--- config.mk ---
export PLATFORM = sky130hd
export DESIGN_NAME = spi_controller
export DESIGN_NICKNAME = d
export VERILOG_FILES = /design/src/rtl/spi_controller.sv
export SDC_FILE = /design/constraint.sdc
export NUM_CORES = 1
export LEC_CHECK = 0
export ABC_AREA = 1
export BUFFER_PORTS_ARGS = -buffer_cell sky130_fd_sc_hd__buf_2
export CORE_MARGIN = 2
export CORE_UTILIZATION = 60
export DETAILED_ROUTE_END_ITERATION = 8
export PLACE_DENSITY = 0.83
export SKIP_LAST_GASP = 1
export SYNTH_ARGS = -nofsm -noshare
export SYNTH_HDL_FRONTEND = slang
export SYNTH_SLANG_ARGS = --single-unit
--- constraint.sdc ---
create_clock -name sys_clock_i -period 2.9 [get_ports sys_clock_i]
set_input_delay 0.145 -clock sys_clock_i [delete_from_list [all_inputs] [get_ports sys_clock_i]]
set_output_delay 0.145 -clock sys_clock_i [all_outputs]
set_load 0.05 [all_outputs]
--- src/rtl/spi_controller.sv ---
// SPI mode-0 initiator: frames client bytes under CS, shifts MSB first, returns the
// byte received in the same transfer and honours target stall between bytes.
module spi_controller #(
    parameter int unsigned CLK_DIV    = 4,
    parameter int unsigned DATA_WIDTH = 8,
    parameter int unsigned CS_GAP     = 2
) (
    input  logic                  sys_clock_i,
    input  logic                  sys_reset_i,
    input  logic                  tx_valid_i,
    input  logic [DATA_WIDTH-1:0] tx_data_i,
    input  logic                  tx_last_i,
    output logic                  tx_ready_o,
    output logic [DATA_WIDTH-1:0] rx_data_o,
    output logic                  rx_valid_o,
    output logic                  busy_o,
    output logic                  spi_cs_no,
    output logic                  spi_sck_o,
    output logic                  spi_sd_o,
    input  logic                  spi_sd_i,
    input  logic                  spi_stall_i
);

    localparam int unsigned GAP_CYC   = CS_GAP * CLK_DIV;
    localparam int unsigned CNT_MAX   = (GAP_CYC > CLK_DIV) ? GAP_CYC : CLK_DIV;
    localparam int unsigned CNT_W     = $clog2(CNT_MAX + 2);
    localparam int unsigned HALF_LAST = 2 * DATA_WIDTH - 1;
    localparam int unsigned HALF_W    = $clog2(2 * DATA_WIDTH);

    typedef enum logic [2:0] {
        S_IDLE,
        S_SETUP,
        S_STALL,
        S_SHIFT,
        S_NEXT,
        S_GAP
    } state_t;

    state_t                r_state;
    logic [CNT_W-1:0]      r_cnt;
    logic [HALF_W-1:0]     r_half;
    logic [DATA_WIDTH-1:0] r_tx_sh;
    logic [DATA_WIDTH-1:0] r_rx_sh;
    logic                  r_last;
    logic                  r_stall_meta;
    logic                  r_stall_sync;
    logic                  r_cs_n;
    logic                  r_sck;
    logic                  r_sd;
    logic                  r_ready;
    logic                  r_busy;
    logic                  r_rx_valid;
    logic [DATA_WIDTH-1:0] r_rx_data;

    state_t                w_state_nxt;
    logic [CNT_W-1:0]      w_cnt_nxt;
    logic [HALF_W-1:0]     w_half_nxt;
    logic [DATA_WIDTH-1:0] w_tx_sh_nxt;
    logic [DATA_WIDTH-1:0] w_rx_sh_nxt;
    logic                  w_last_nxt;
    logic                  w_sck_nxt;
    logic                  w_sd_nxt;
    logic                  w_rx_valid_nxt;
    logic [DATA_WIDTH-1:0] w_rx_data_nxt;
    logic                  w_accept;
    logic                  w_half_end;

    assign w_accept   = tx_valid_i && r_ready;
    assign w_half_end = (r_cnt == CNT_W'(CLK_DIV - 1));

    // State and all outputs are registered; pin values follow the next state.
    always_ff @(posedge sys_clock_i) begin
        if (sys_reset_i) begin
            r_state      <= S_IDLE;
            r_cnt        <= '0;
            r_half       <= '0;
            r_tx_sh      <= '0;
            r_rx_sh      <= '0;
            r_last       <= 1'b0;
            r_stall_meta <= 1'b0;
            r_stall_sync <= 1'b0;
            r_cs_n       <= 1'b1;
            r_sck        <= 1'b0;
            r_sd         <= 1'b0;
            r_ready      <= 1'b1;
            r_busy       <= 1'b0;
            r_rx_valid   <= 1'b0;
            r_rx_data    <= '0;
        end else begin
            r_state      <= w_state_nxt;
            r_cnt        <= w_cnt_nxt;
            r_half       <= w_half_nxt;
            r_tx_sh      <= w_tx_sh_nxt;
            r_rx_sh      <= w_rx_sh_nxt;
            r_last       <= w_last_nxt;
            r_stall_meta <= spi_stall_i;
            r_stall_sync <= r_stall_meta;
            r_cs_n       <= (w_state_nxt == S_IDLE) || (w_state_nxt == S_GAP);
            r_sck        <= w_sck_nxt;
            r_sd         <= w_sd_nxt;
            r_ready      <= (w_state_nxt == S_IDLE) || (w_state_nxt == S_NEXT);
            r_busy       <= (w_state_nxt != S_IDLE);
            r_rx_valid   <= w_rx_valid_nxt;
            r_rx_data    <= w_rx_data_nxt;
        end
    end

    always_comb begin
        w_state_nxt    = r_state;
        w_cnt_nxt      = r_cnt + CNT_W'(1);
        w_half_nxt     = r_half;
        w_tx_sh_nxt    = r_tx_sh;
        w_rx_sh_nxt    = r_rx_sh;
        w_last_nxt     = r_last;
        w_sck_nxt      = r_sck;
        w_sd_nxt       = r_sd;
        w_rx_valid_nxt = 1'b0;
        w_rx_data_nxt  = r_rx_data;

        case (r_state)
            S_IDLE: begin
                w_cnt_nxt = '0;
                w_sd_nxt  = 1'b0;
                if (w_accept) begin
                    w_tx_sh_nxt = tx_data_i;
                    w_last_nxt  = tx_last_i;
                    w_state_nxt = S_SETUP;
                end
            end
            S_SETUP: begin
                if (w_half_end) begin
                    w_cnt_nxt   = '0;
                    w_state_nxt = S_STALL;
                end
            end
            S_STALL: begin
                // First cycle lets the synchronizer settle; afterwards wait for stall low.
                w_cnt_nxt = CNT_W'(1);
                if ((r_cnt != '0) && !r_stall_sync) begin
                    w_cnt_nxt   = '0;
                    w_half_nxt  = '0;
                    w_sd_nxt    = r_tx_sh[DATA_WIDTH-1];
                    w_state_nxt = S_SHIFT;
                end
            end
            S_SHIFT: begin
                if (w_half_end) begin
                    w_cnt_nxt  = '0;
                    w_half_nxt = r_half + HALF_W'(1);
                    if (!r_half[0]) begin
                        w_sck_nxt   = 1'b1;
                        w_rx_sh_nxt = {r_rx_sh[DATA_WIDTH-2:0], spi_sd_i};
                    end else begin
                        w_sck_nxt = 1'b0;
                        if (r_half == HALF_W'(HALF_LAST)) begin
                            w_rx_data_nxt  = r_rx_sh;
                            w_rx_valid_nxt = 1'b1;
                            w_state_nxt    = r_last ? S_GAP : S_NEXT;
                        end else begin
                            w_tx_sh_nxt = r_tx_sh << 1;
                            w_sd_nxt    = r_tx_sh[DATA_WIDTH-2];
                        end
                    end
                end
            end
            S_NEXT: begin
                w_cnt_nxt = '0;
                if (w_accept) begin
                    w_tx_sh_nxt = tx_data_i;
                    w_last_nxt  = tx_last_i;
                    w_state_nxt = S_STALL;
                end
            end
            S_GAP: begin
                if (r_cnt == CNT_W'(GAP_CYC - 1)) begin
                    w_cnt_nxt   = '0;
                    w_state_nxt = S_IDLE;
                end
            end
            default: begin
                w_state_nxt = S_IDLE;
            end
        endcase
    end

    assign tx_ready_o = r_ready;
    assign rx_data_o  = r_rx_data;
    assign rx_valid_o = r_rx_valid;
    assign busy_o     = r_busy;
    assign spi_cs_no  = r_cs_n;
    assign spi_sck_o  = r_sck;
    assign spi_sd_o   = r_sd;

endmodule
# --- Yosys cells after proc, flatten, opt, wreduce, memory -nomap -nowiden ---
# Cells that the tools add are included.
word_totals:
  register_bits: 44
  inputBits: 14
  wordCells: 86
classes:
  n_addsub: 2
  eq_ne: 15
  muxes: 29
  n_bitwise: 3
  reduce_logical: 22
ops:
  columns: ["cell", "n"]
  rows:
  - ["2-to-1 mux 8 bit", 4]
  - ["2-to-1 mux 3 bit", 8]
  - ["case mux 3 bit (6 select lines)", 1]
  - ["2-to-1 mux 4 bit", 4]
  - ["case mux 4 bit (4 select lines)", 1]
  - ["case mux 8 bit (2 select lines)", 1]
  - ["equality test 3 bit (second input constant)", 4]
  - ["AND reduction 5 bit", 2]
  - ["adder 4 x 1 -> 4 bit (second input constant)", 2]
  - ["2-to-1 mux 1 bit", 8]
  - ["!= test 2 bit (second input constant)", 4]
  - ["case mux 4 bit (2 select lines)", 1]
  - ["equality test 3 x 2 -> 1 bit (second input constant)", 2]
  - ["logical NOT 3 bit", 2]
  - ["AND reduction 3 bit", 2]
  - ["nonzero test 3 bit", 2]
  - ["equality test 4 x 2 -> 1 bit (second input constant)", 1]
  - ["equality test 4 x 3 -> 1 bit (second input constant)", 1]
  - ["equality test 4 bit (second input constant)", 1]
  - ["AND reduction 2 bit", 2]
  - ["AND reduction 4 bit", 1]
  - ["nonzero test 2 bit", 2]
  - ["nonzero test 4 bit", 1]
  - ["OR reduction 2 bit", 2]
  - ["8 further kinds", 12]

# --- Depth between registers and ports, before layout ---
# Gate-level depths: netlist (run 1).
logic_depth:
  ltp_word: 7
  ltp_mapped: 10
  depth_no_buf: 10

# --- Least setup slack after synthesis (run 1) ---
# Ideal clock, no wire load.
synth_path:
  kind: "reg-to-reg"
  startpoint: "reg r_half[0]"
  endpoint: "reg r_cs_n (netlist: spi_cs_no)"
  setup_time_ns: 0.130
  arrival_ns: 1.326
  t_required_ns: 2.770
  setup_slack_ns: 1.444
  stages_incl_launch_ff: 9
  period_less_slack_ns: 1.456
  cell_sequence: "dfxtp_1 ha_1 nand3_1 inv_1 nand2_1 o21ai_0 nand2_1 nand2_1 nand3_1"
synth_via:
  elab_chain_cells: 7
synth_lines:
  columns: ["element", "line", "source"]
  rows:
  - ["start, declared", "41", "logic [HALF_W-1:0] r_half;"]
  - ["start signal, assigned", "92", "r_half <= w_half_nxt;"]
  - ["equality test 4 bit", "155", "if (r_half == HALF_W'(HALF_LAST)) begin"]
  - ["2-to-1 mux 3 bit", "155", null]
  - ["2-to-1 mux 3 bit *", "150", "if (!r_half[0]) begin"]
  - ["2-to-1 mux 3 bit *", "147", "if (w_half_end) begin"]
  - ["case mux 3 bit (6 select lines) *", "120", "case (r_state)"]
  - ["equality test 3 bit / logical NOT 3 bit (equally long branches)", "98", "r_cs_n <= (w_state_nxt == S_IDLE) || (w_state_nxt == S_GAP);"]
  - ["logical OR 1 bit *", "98", null]
  - ["end signal, assigned", "98", null]
  - ["end, declared", "47", "logic r_cs_n;"]
# Every way passes the cells marked *; elsewhere a longest branch is shown, timed or not.
# A chain may end at the register's enable or synchronous reset.

# --- Worst setup path in the final report (run 1) ---
layout_path:
  startpoint: "reg r_half[0]"
  endpoint: "reg r_ready (netlist: tx_ready_o)"
layout_via:
  elab_chain_cells: 7
layout_lines:
  columns: ["element", "line", "source"]
  rows:
  - ["equality test 4 bit", "155", null]
  - ["2-to-1 mux 3 bit", "155", null]
  - ["2-to-1 mux 3 bit *", "150", null]
  - ["2-to-1 mux 3 bit *", "147", null]
  - ["case mux 3 bit (6 select lines) *", "120", null]
  - ["equality test 3 bit / logical NOT 3 bit (equally long branches)", "101", "r_ready <= (w_state_nxt == S_IDLE) || (w_state_nxt == S_NEXT);"]
  - ["logical OR 1 bit *", "101", null]
  - ["end signal, assigned", "101", null]
  - ["end, declared", "50", "logic r_ready;"]
# Marked as above.

==> results of run 1 <==
[state kept, by name, indices dropped and copies added (netlist names), 3 cells and up]
register	cells
r_state	3
r_rx_sh	8
r_half	4
rx_data_o	8
r_tx_sh	8
r_cnt	4
[cell families after synthesis]
kind of cell,share of synthesized area [%]
AND/OR/NAND/NOR,31.4
flip-flops,46.5
AO/OA/AOI/OAI,13.0
buffers and inverters,6.68
adder cells (fa/ha/maj),1.98
XOR/XNOR,0.463
[through the flow]
step,power (W),std cells,util [%],area (µm²),setup slack (ps)
floorplan,0.000742,265,-,1890,1440
global placement,0.000773,333,68.6,2080,1330
detailed placement,0.000775,333,68.6,2080,1280
CTS,0.00117,342,71.9,2180,1250
global route,0.00122,342,71.9,2180,1020
finish,0.00117,342,71.9,2180,1250
[cell type report]
class	count	share of cell area, %
clock inverters	2	1.78
inverters	28	4.83
multi-input cells	188	40.7
repair buffers	30	7.36
well taps	44	2.53
clock buffers	6	2.36
flip-flops and latches	44	40.5
[worst reg2reg max path, stage by stage, from the launching register on]
cell and delay, ps:
dfxtp_1 480, ha_1 230, nand3_1 100, inv_1 60, nand2_1 80, o21ai_0 280, nand2_1 120, nand2_1 90
inv_1 50, nor2_1 90
[power groups by stage]
stage               logic [W]  registers, W  clock network [W]
detailed placement   0.000122      0.000653                  0
floorplan           0.0000752      0.000666                  0
global placement     0.000120      0.000653                  0
finish               0.000123      0.000640           0.000405
global route         0.000141      0.000643           0.000437
CTS                  0.000123      0.000640           0.000411
[how the worst max path moves through the flow]
| stage | end | cells after the start | from |
|---|---|---|---|
| after floorplan | spi_cs_no$_SDFF_PP1_ | 8 | r_half[0]$_SDFFE_PP0P_ |
| final | tx_ready_o$_SDFF_PP1_ | 9 | r_half[0]$_SDFFE_PP0P_ |
| after CTS | tx_ready_o$_SDFF_PP1_ | 9 | r_half[0]$_SDFFE_PP0P_ |
| after global routing | tx_ready_o$_SDFF_PP1_ | 9 | r_half[0]$_SDFFE_PP0P_ |
| after detailed placement | busy_o$_SDFF_PP0_ | 8 | r_half[0]$_SDFFE_PP0P_ |
| after global placement | r_tx_sh[0]$_SDFFE_PP0P_ | 8 | r_cnt[0]$_SDFF_PP0_ |
[placed cells by master, fill, tap and decap left out, types with 2 or more instances in the layout]
cell type and instances:
dfxtp_1 44, nor2_4 3, nor2_1 61, o31ai_1 2, buf_2 27, inv_1 23, inv_2 5, a21oi_1 6
nand4_1 4, buf_4 2, nand2_1 54, nand3_1 16, clkbuf_4 5, o21ai_0 29, ha_1 3
[metal layers]
metal	vias to the layer above	wire length [µm]	GRT usage (%)	part of all wire (%)
met4	0	11	4.76	0.30
met3	2	142	6.49	3.9
li1	908	-	-	-
met2	31	1680	36.8	46
met1	727	1810	29.8	50
met5	-	0	0	0
[repair_timing]
action,in CTS,in global routing
hold buffers,1,0
endpoints found under the hold margin,1,0
setup buffers,0,0
==> flow_summary_export.csv, run 1 <==
group,metric,value,unit
critical_path,critPathTopFamily,"flip-flops",
drt,drc,0,
synth,synth_edf_count,0,
critical_path,cp-start-kind,"flip-flop",
cells_and_area,fill_cells,258,
sta,tightest_slew,317,ps
die,die_area,3620,µm²
grt,grt_max_degree,36,
die,ios,28,
drt,ant_nets,0,
drt,drt_pass1_iterations,4,
sta,slew_violations,0,
placed_design,gp_congestion,0.892,
critical_path,cp_max_fo,6,
critical_path,crit_top_cell,"nand2_1",
power,peakVddDrop,0.394,mV
drt,wirelength,3640,µm
grt,grt.overflow.total,0,
sta,setup_tns,0,ps
power,switchingPower,0.000293,W
synth,ys.flop_type,"dfxtp_1",
power,p_comb_share,10.6,%
clocking,root_buffer,"clkbuf_4",
clocking,cts_sinks,44,
job,cap_viol_max_count,0,
power,netSwitchingFraction,25.1,%
critical_path,crit_chain,"ha_1 > nand3_1 > inv_1 > nand2_1 > o21ai_0 > nand2_1 > nand2_1 > inv_1 > nor2_1",
sta,fin_worst_skew,6.34,ps
sta,fin_crit_sh,56.9,%
cells_and_area,multiInputGateArea,886,µm²
clocking,cts.clk_slew.worst_paths,130,ps
synth,synth_cell_type_count,24,
placed_design,portBuffers,27,
grt,grtUsageTotal,22.6,%
power,leakage,1.13,nW
clocking,numCtsBuffers,5,
die,die_h,60.2,µm
critical_path,rrSetupSlack,1250,ps
cells_and_area,register_area,881,µm²
synth,synth_top_cell_by_area,"dfxtp_1",
clocking,cts_tree,"done",
critical_path,r2r-end,"tx_ready_o$_SDFF_PP1_",
hold_path,whs_path_depth,3,
critical_path,required,3200,ps
synth,syn_inst,265,
drt,num_vias,1668,
power,power_density,536,nW/µm²
grt,grt_pass1_wl,6180,µm
clocking,cts_buffer_depth,2,
critical_path,crit_type,"reg2reg",
cells_and_area,syn2layout_area_growth,15.0,%
sta,hold_slack,16.7,ps
synth,yosysTopAreaCellShare,46.5,%
critical_path,slowest_stage,"dfxtp_1",
critical_path,reg2reg_from,"r_half[0]$_SDFFE_PP0P_",
drt,viasPerCell,4.88,
die,coreArea,3030,µm²
clocking,htree_num_levels,2,
critical_path,crit_path_end_kind,"flip-flop",
hold_path,hold_end,"r_rx_sh[0]$_SDFFE_PP0P_",
clocking,cts_resized,0,
critical_path,worst-path-buf-inv,2,
grt,grt_pass1_vias,1434,
critical_path,cp_data_arrival_time,1950,ps
sta,period_needed,1650,ps
sta,relSlewSlack,78.9,%
die,die_x,60.2,µm
power,power_frac_clock,34.7,%
sta,hold_viol,0,
sta,fmax,606,MHz
cells_and_area,antenna_cells,0,
synth,synth_area_per_cell,7.14,µm²
synth,ys_top_cells_by_count,"61 x nor2_1, 54 x nand2_1, 44 x dfxtp_1",
hold_path,hold_class,"in2reg",
clocking,clk_latency,350,ps
hold_path,hp-start,"spi_sd_i",
drt,drt-initial-drc-count,110,
run_status,status,"finished clean",
sta,rsz0062_at_grt,"no",
critical_path,r2r_cells,9,
power,share_seq_of_total_power,54.8,%
grt,antenna_found_initial,0,
cells_and_area,drive_gt1_share,16.8,%
sta,finalSetupViolations,0,
synth,ys_seq_area_share,46.5,%
synth,async_flop_share,0,%
placed_design,dp_hpwl,2470,µm
cells_and_area,nets,314,
die,rows,20,
critical_path,slowest_delay,480,ps
power,internal_power,0.000875,W
synth,ys_warn_count,0,
synth,ys_ff_latch,44,
synth,synthTopCellsByArea,"dfxtp_1 47%, nor2_1 12%, nand2_1 11%",
die,start_util,62.5,%
drt,routedWlPerCell,10.6,µm
synth,synth.net_count,282,
synth,synth_area,1890,µm²
synth,yosysMostFrequentCell,"nor2_1",
Power figures use the tool's default switching activity.
==> inputs of run 2 (changes only) <==
- ABC_AREA: 1 -> 0
- CORE_UTILIZATION: 60 -> 50
- PLACE_DENSITY: 0.83 -> 0.74
- clock period: 2.9 -> 1.4 ns (I/O delays scaled with it)
==> flow_summary_export.csv, run 2 <==
group,metric,value,unit
synth,synth_cell_type_count,43,
clocking,cts.clk_slew.worst_paths,90,ps
sta,slew_violations,0,
cells_and_area,syn2layout_area_growth,42.3,%
synth,yosysMostFrequentCell,"dfxtp_1",
clocking,cts_buffer_depth,2,
synth,ys_seq_area_share,45.7,%
critical_path,cp_data_arrival_time,2080,ps
drt,num_vias,1859,
drt,viasPerCell,5.37,
sta,period_needed,1890,ps
power,peakVddDrop,1.29,mV
critical_path,required,1590,ps
synth,async_flop_share,0,%
grt,grt_max_degree,28,
sta,relSlewSlack,77.9,%
cells_and_area,final_common_cell,"buf_4",
sta,fin_worst_skew,6.64,ps
die,coreArea,3690,µm²
sta,setup_slack,-495,ps
critical_path,cp-start-kind,"flip-flop",
placed_design,gp_congestion,0.845,
synth,synth_area_per_cell,8.61,µm²
sta,tightest_slew,332,ps
drt,drt_pass1_iterations,4,
synth,yosysTopAreaCellShare,45.7,%
grt,antenna_found_initial,0,
critical_path,crit_path_end_kind,"flip-flop",
cells_and_area,nets,314,
job,cap_viol_max_count,0,
drt,routedWlPerCell,14.4,µm
clocking,numCtsBuffers,5,
grt,grt_pass1_wl,8190,µm
clocking,clk_latency,310,ps
cells_and_area,register_area,891,µm²
sta,rsz0062_at_grt,"yes",
synth,synthTopCellsByArea,"dfxtp_1 46%, nand2_1 6.2%, mux2i_1 5.7%",
run_status,status,"finished, violations left",
synth,synth.net_count,241,
synth,syn_inst,224,
synth,synth_area,1930,µm²
placed_design,place_area,2360,µm²
synth,ys_warn_count,0,
placed_design,portBuffers,27,
synth,ys_top_cells_by_count,"44 x dfxtp_1, 32 x nand2_1, 29 x nor2_1",
drt,drc,0,
clocking,cts_tree,"done",
grt,grt_pass1_vias,1766,
drt,drt-initial-drc-count,102,
die,ios,28,
sta,finalSetupViolations,40,
cells_and_area,drive_gt1_share,39.6,%
power,leakage,1.12,nW
cells_and_area,antenna_cells,0,
critical_path,crit_type,"reg2reg",
sta,hold_slack,10.3,ps
sta,fin_crit_sh,135,%
synth,synth_top_cell_by_area,"dfxtp_1",
die,die_area,4370,µm²
critical_path,rrSetupSlack,-490,ps
cells_and_area,final_cell_area,2750,µm²
synth,synth_edf_count,0,
cells_and_area,fill_cells,271,
cells_and_area,multiInputGateArea,1060,µm²
run_status,failed_checks,"negative setup slack",
die,start_util,52.3,%
sta,setup_tns,-15920,ps
power,power_density,972,nW/µm²
hold_path,hold_class,"in2reg",
synth,ys_ff_latch,44,
synth,ys.flop_type,"dfxtp_1",
clocking,cts_sinks,44,
die,die_x,66.1,µm
sta,fmax,528,MHz
cells_and_area,layout_common_cells,"42 x buf_4, 40 x dfxtp_1, 31 x nand2_1",
drt,ant_nets,0,
grt,grt.overflow.total,0,
clocking,root_buffer,"clkbuf_8",
clocking,htree_num_levels,2,
critical_path,cp_max_fo,13,
grt,grtUsageTotal,24.9,%
die,die_h,66.1,µm
placed_design,dp_hpwl,3040,µm
drt,wirelength,5000,µm
sta,hold_viol,0,
die,rows,22,
run 2: cell count changes after synthesis, moves of 9 or more:
cell	change
a21oi_1	+9
inv_1	-16
mux2i_1	+11
nand2_1	-22
nand3_1	-12
nor2_1	-32
o21ai_0	-15
run 2: area by class of cell:
| type | instances | area share [%] |
|---|---|---|
| inverter | 7 | 0.957 |
| tap | 48 | 2.19 |
| clock inverter | 3 | 1.55 |
| clock buffer | 5 | 2.51 |
| multi-input combinational | 158 | 38.8 |
| sequential | 44 | 32.5 |
| timing repair buffer | 81 | 21.6 |
run 2: timing repair:
item                                    4_1_cts  5_1_grt
cloned                                        1        0
hold buffers                                  2        0
endpoints found under the hold margin         2        0
endpoints found under the setup margin       42       41
gates resized for setup                      35        9
pin swaps                                    12        6
buffers inserted                              9        3
run 2: final timing paths:
path                                   to               startpoint  depth (start not counted)
setup reg to reg  r_tx_sh[0]$_SDFFE_PP0P_      r_cnt[0]$_SDFF_PP0_                          7
hold / removal    r_tx_sh[3]$_SDFFE_PP0P_             tx_data_i[3]                          3
setup / recovery  r_tx_sh[0]$_SDFFE_PP0P_      r_cnt[0]$_SDFF_PP0_                          7
hold reg to reg   r_stall_sync$_SDFF_PP0_  r_stall_meta$_SDFF_PP0_                          1
run 2: logic make-up (layout without fill, tap and decap cells):
family	Yosys count	count (layout)	share of synthesized area, %
AOI/OAI and AO/OA	52	52	18.4
xor gates and xnor gates	2	2	0.908
adders and majority gates	3	3	1.95
buffers and inverters	22	96	5.51
DFF	44	44	45.7
muxes	11	11	5.71
and+or+nand+nor	90	90	21.9
run 2: critical path: stages, from the launching register on:
cell,delay (ps)
dfxtp_4,380
ha_4,130
or3b_4,410
or2_4,290
o21ai_4,150
buf_12,150
mux2i_1,210
nor2_1,70
run 2: metrics by stage:
stage	total power [W]	worst slack, ps	cells	util (%)
2_1_floorplan	0.00154	-516	224	-
3_3_place_gp	0.00165	-450	323	64.1
3_5_place_dp	0.00166	-468	323	64.1
4_1_cts	0.00266	-477	343	73.0
5_1_grt	0.00276	-555	346	74.4
6_report	0.00267	-495	346	74.4
run 2: report_power, final:
group / switching, W / internal, W / total (W)
Combinational: 0.000194 / 0.000170 / 0.000364
Clock: 0.000453 / 0.000528 / 0.000981
Sequential: 0.0000297 / 0.00129 / 0.00132
run 2: metal layers:
layer | GRT usage [%] | wire length (µm) | up-vias
met5 | 0 | 0 | -
met4 | 8.16 | 76 | 0
met3 | 5.62 | 184 | 9
met2 | 40.4 | 2450 | 36
met1 | 32.6 | 2280 | 893
li1 | - | - | 921
==> inputs of run 3 (changes only) <==
- PLACE_DENSITY: 0.74 -> 0.75
==> flow_summary_export.csv, run 3 (same netlist as run 2, synthesis figures left out) <==
group,metric,value,unit
cells_and_area,layout_common_cells,"42 x dfxtp_1, 40 x buf_4, 30 x nand2_1",
drt,routedWlPerCell,15.3,µm
grt,grtUsageTotal,24.9,%
sta,hold_slack,6.02,ps
sta,hold_viol,0,
placed_design,place_area,2390,µm²
drt,num_vias,1865,
sta,fmax,529,MHz
cells_and_area,final_cell_area,2760,µm²
sta,tightest_slew,317,ps
sta,finalSetupViolations,41,
run_status,failed_checks,"negative setup slack",
critical_path,cp_max_fo,8,
clocking,cts_sinks,44,
cells_and_area,final_cells,343,
grt,grt_max_degree,22,
sta,fin_crit_sh,135,%
die,rows,22,
cells_and_area,drive_gt1_share,40.0,%
grt,grt.overflow.total,0,
sta,rsz0062_at_grt,"yes",
drt,drc,0,
power,power_density,986,nW/µm²
placed_design,portBuffers,27,
sta,relSlewSlack,78.6,%
clocking,numCtsBuffers,5,
critical_path,crit_path_end_kind,"flip-flop",
power,power_frac_clock,37.0,%
power,share_seq_of_total_power,48.9,%
die,die_area,4370,µm²
drt,ant_nets,0,
cells_and_area,fill_cells,250,
critical_path,cp_data_arrival_time,2080,ps
die,die_x,66.1,µm
clocking,root_buffer,"clkbuf_8",
die,die_h,66.1,µm
sta,period_needed,1890,ps
hold_path,hold_class,"in2reg",
power,netSwitchingFraction,25.9,%
power,switchingPower,0.000705,W
grt,antenna_found_initial,0,
placed_design,gp_congestion,0.881,
clocking,htree_num_levels,2,
placed_design,placedCellCount,327,
clocking,cts_tree,"done",
drt,viasPerCell,5.44,
cells_and_area,nets,311,
cells_and_area,antenna_cells,0,
clocking,clk_latency,310,ps
clocking,cts_buffer_depth,2,
drt,wirelength,5240,µm
critical_path,crit_type,"reg2reg",
critical_path,cp-start-kind,"flip-flop",
run_status,status,"finished, violations left",
sta,fin_worst_skew,6.80,ps
die,coreArea,3690,µm²
power,p_comb_share,14.1,%
drt,drt_pass1_iterations,4,
job,cap_viol_max_count,0,
sta,setup_slack,-489,ps
placed_design,dp_hpwl,3250,µm
drt,drt-initial-drc-count,115,
power,peakVddDrop,0.788,mV
sta,slew_violations,0,
cells_and_area,final_common_cell,"dfxtp_1",
grt,grt_pass1_wl,8110,µm
grt,grt_pass1_vias,1749,
die,ios,28,
power,leakage,1.12,nW
clocking,cts.clk_slew.worst_paths,80,ps
power,p_total,0.00272,W
power,internal_power,0.00202,W
cells_and_area,syn2layout_area_growth,43.1,%
die,start_util,52.3,%
critical_path,required,1590,ps
-- run 3: cell count changes in the layout (fill, tap and decap cells not counted), moves of 2 or more --
cell | before | now
dfxtp_1 | 40 | 42
buf_4 | 42 | 40
a21oi_1 | 13 | 10
a21oi_2 | 2 | 5
-- run 3: timing repair --
item | 4_1_cts | 5_1_grt
pin swaps | 5 | 18
endpoints found under the setup margin | 41 | 41
cloned | 1 | 1
hold endpoints to repair | 1 | 0
buffers inserted | 5 | 0
gates resized for setup | 22 | 22
hold buffers | 1 | 0
-- run 3: power groups by stage --
stage | Sequential (W) | Combinational, W | Clock, W
2_1_floorplan | 0.00138 | 0.000164 | 0
3_3_place_gp | 0.00135 | 0.000307 | 0
3_5_place_dp | 0.00135 | 0.000310 | 0
4_1_cts | 0.00132 | 0.000336 | 0.00101
5_1_grt | 0.00134 | 0.000415 | 0.00106
6_report | 0.00133 | 0.000385 | 0.00101
-- run 3: layout make-up --
| class | count | area (µm²) | area share [%] |
|---|---|---|---|
| inverter | 7 | 26.3 | 0.952 |
| sequential | 44 | 886 | 32.1 |
| multi-input combinational | 158 | 1090 | 39.6 |
| tap | 48 | 60.1 | 2.18 |
| timing repair buffer | 78 | 581 | 21.0 |
| clock buffer | 5 | 68.8 | 2.49 |
| clock inverter | 3 | 46.3 | 1.68 |
-- run 3: worst max-delay path: stages (launching register included) --
cell and delay [ps]:
dfxtp_4 370, ha_4 130, or3b_4 410, or2_4 270, o21ai_4 200, buf_12 160
mux2i_1 180, nor2_1 50
-- run 3: routing by layer --
metal,GRT usage (%),share of wire [%],up-vias
met1,31.3,44,889
met4,9.18,1.4,0
met5,0,0,-
met3,5.96,5.0,7
met2,41.1,49,50
li1,-,-,919
-- run 3: path summary, 6_finish.rpt --
path / from / end / slack (ps) / depth (start not counted)
worst min register to register: r_stall_meta$_SDFF_PP0_ / r_stall_sync$_SDFF_PP0_ / 450 / 1
worst max-delay path: r_cnt[0]$_SDFF_PP0_ / r_tx_sh[0]$_SDFFE_PP0P_ / -490 / 7
worst min-delay path: tx_last_i / r_last$_SDFFE_PP0P_ / 6 / 3
worst max register to register: r_cnt[0]$_SDFF_PP0_ / r_tx_sh[0]$_SDFFE_PP0P_ / -490 / 7
-- run 3: through the flow --
stage          TNS, ps  setup WS [ps]  util, %
3_3_place_gp    -13830           -438     64.9
4_1_cts         -13690           -436     71.7
3_5_place_dp    -15160           -504     64.9
6_report        -14390           -489     74.8
2_1_floorplan   -10360           -516        -
5_1_grt         -17690           -555     74.8
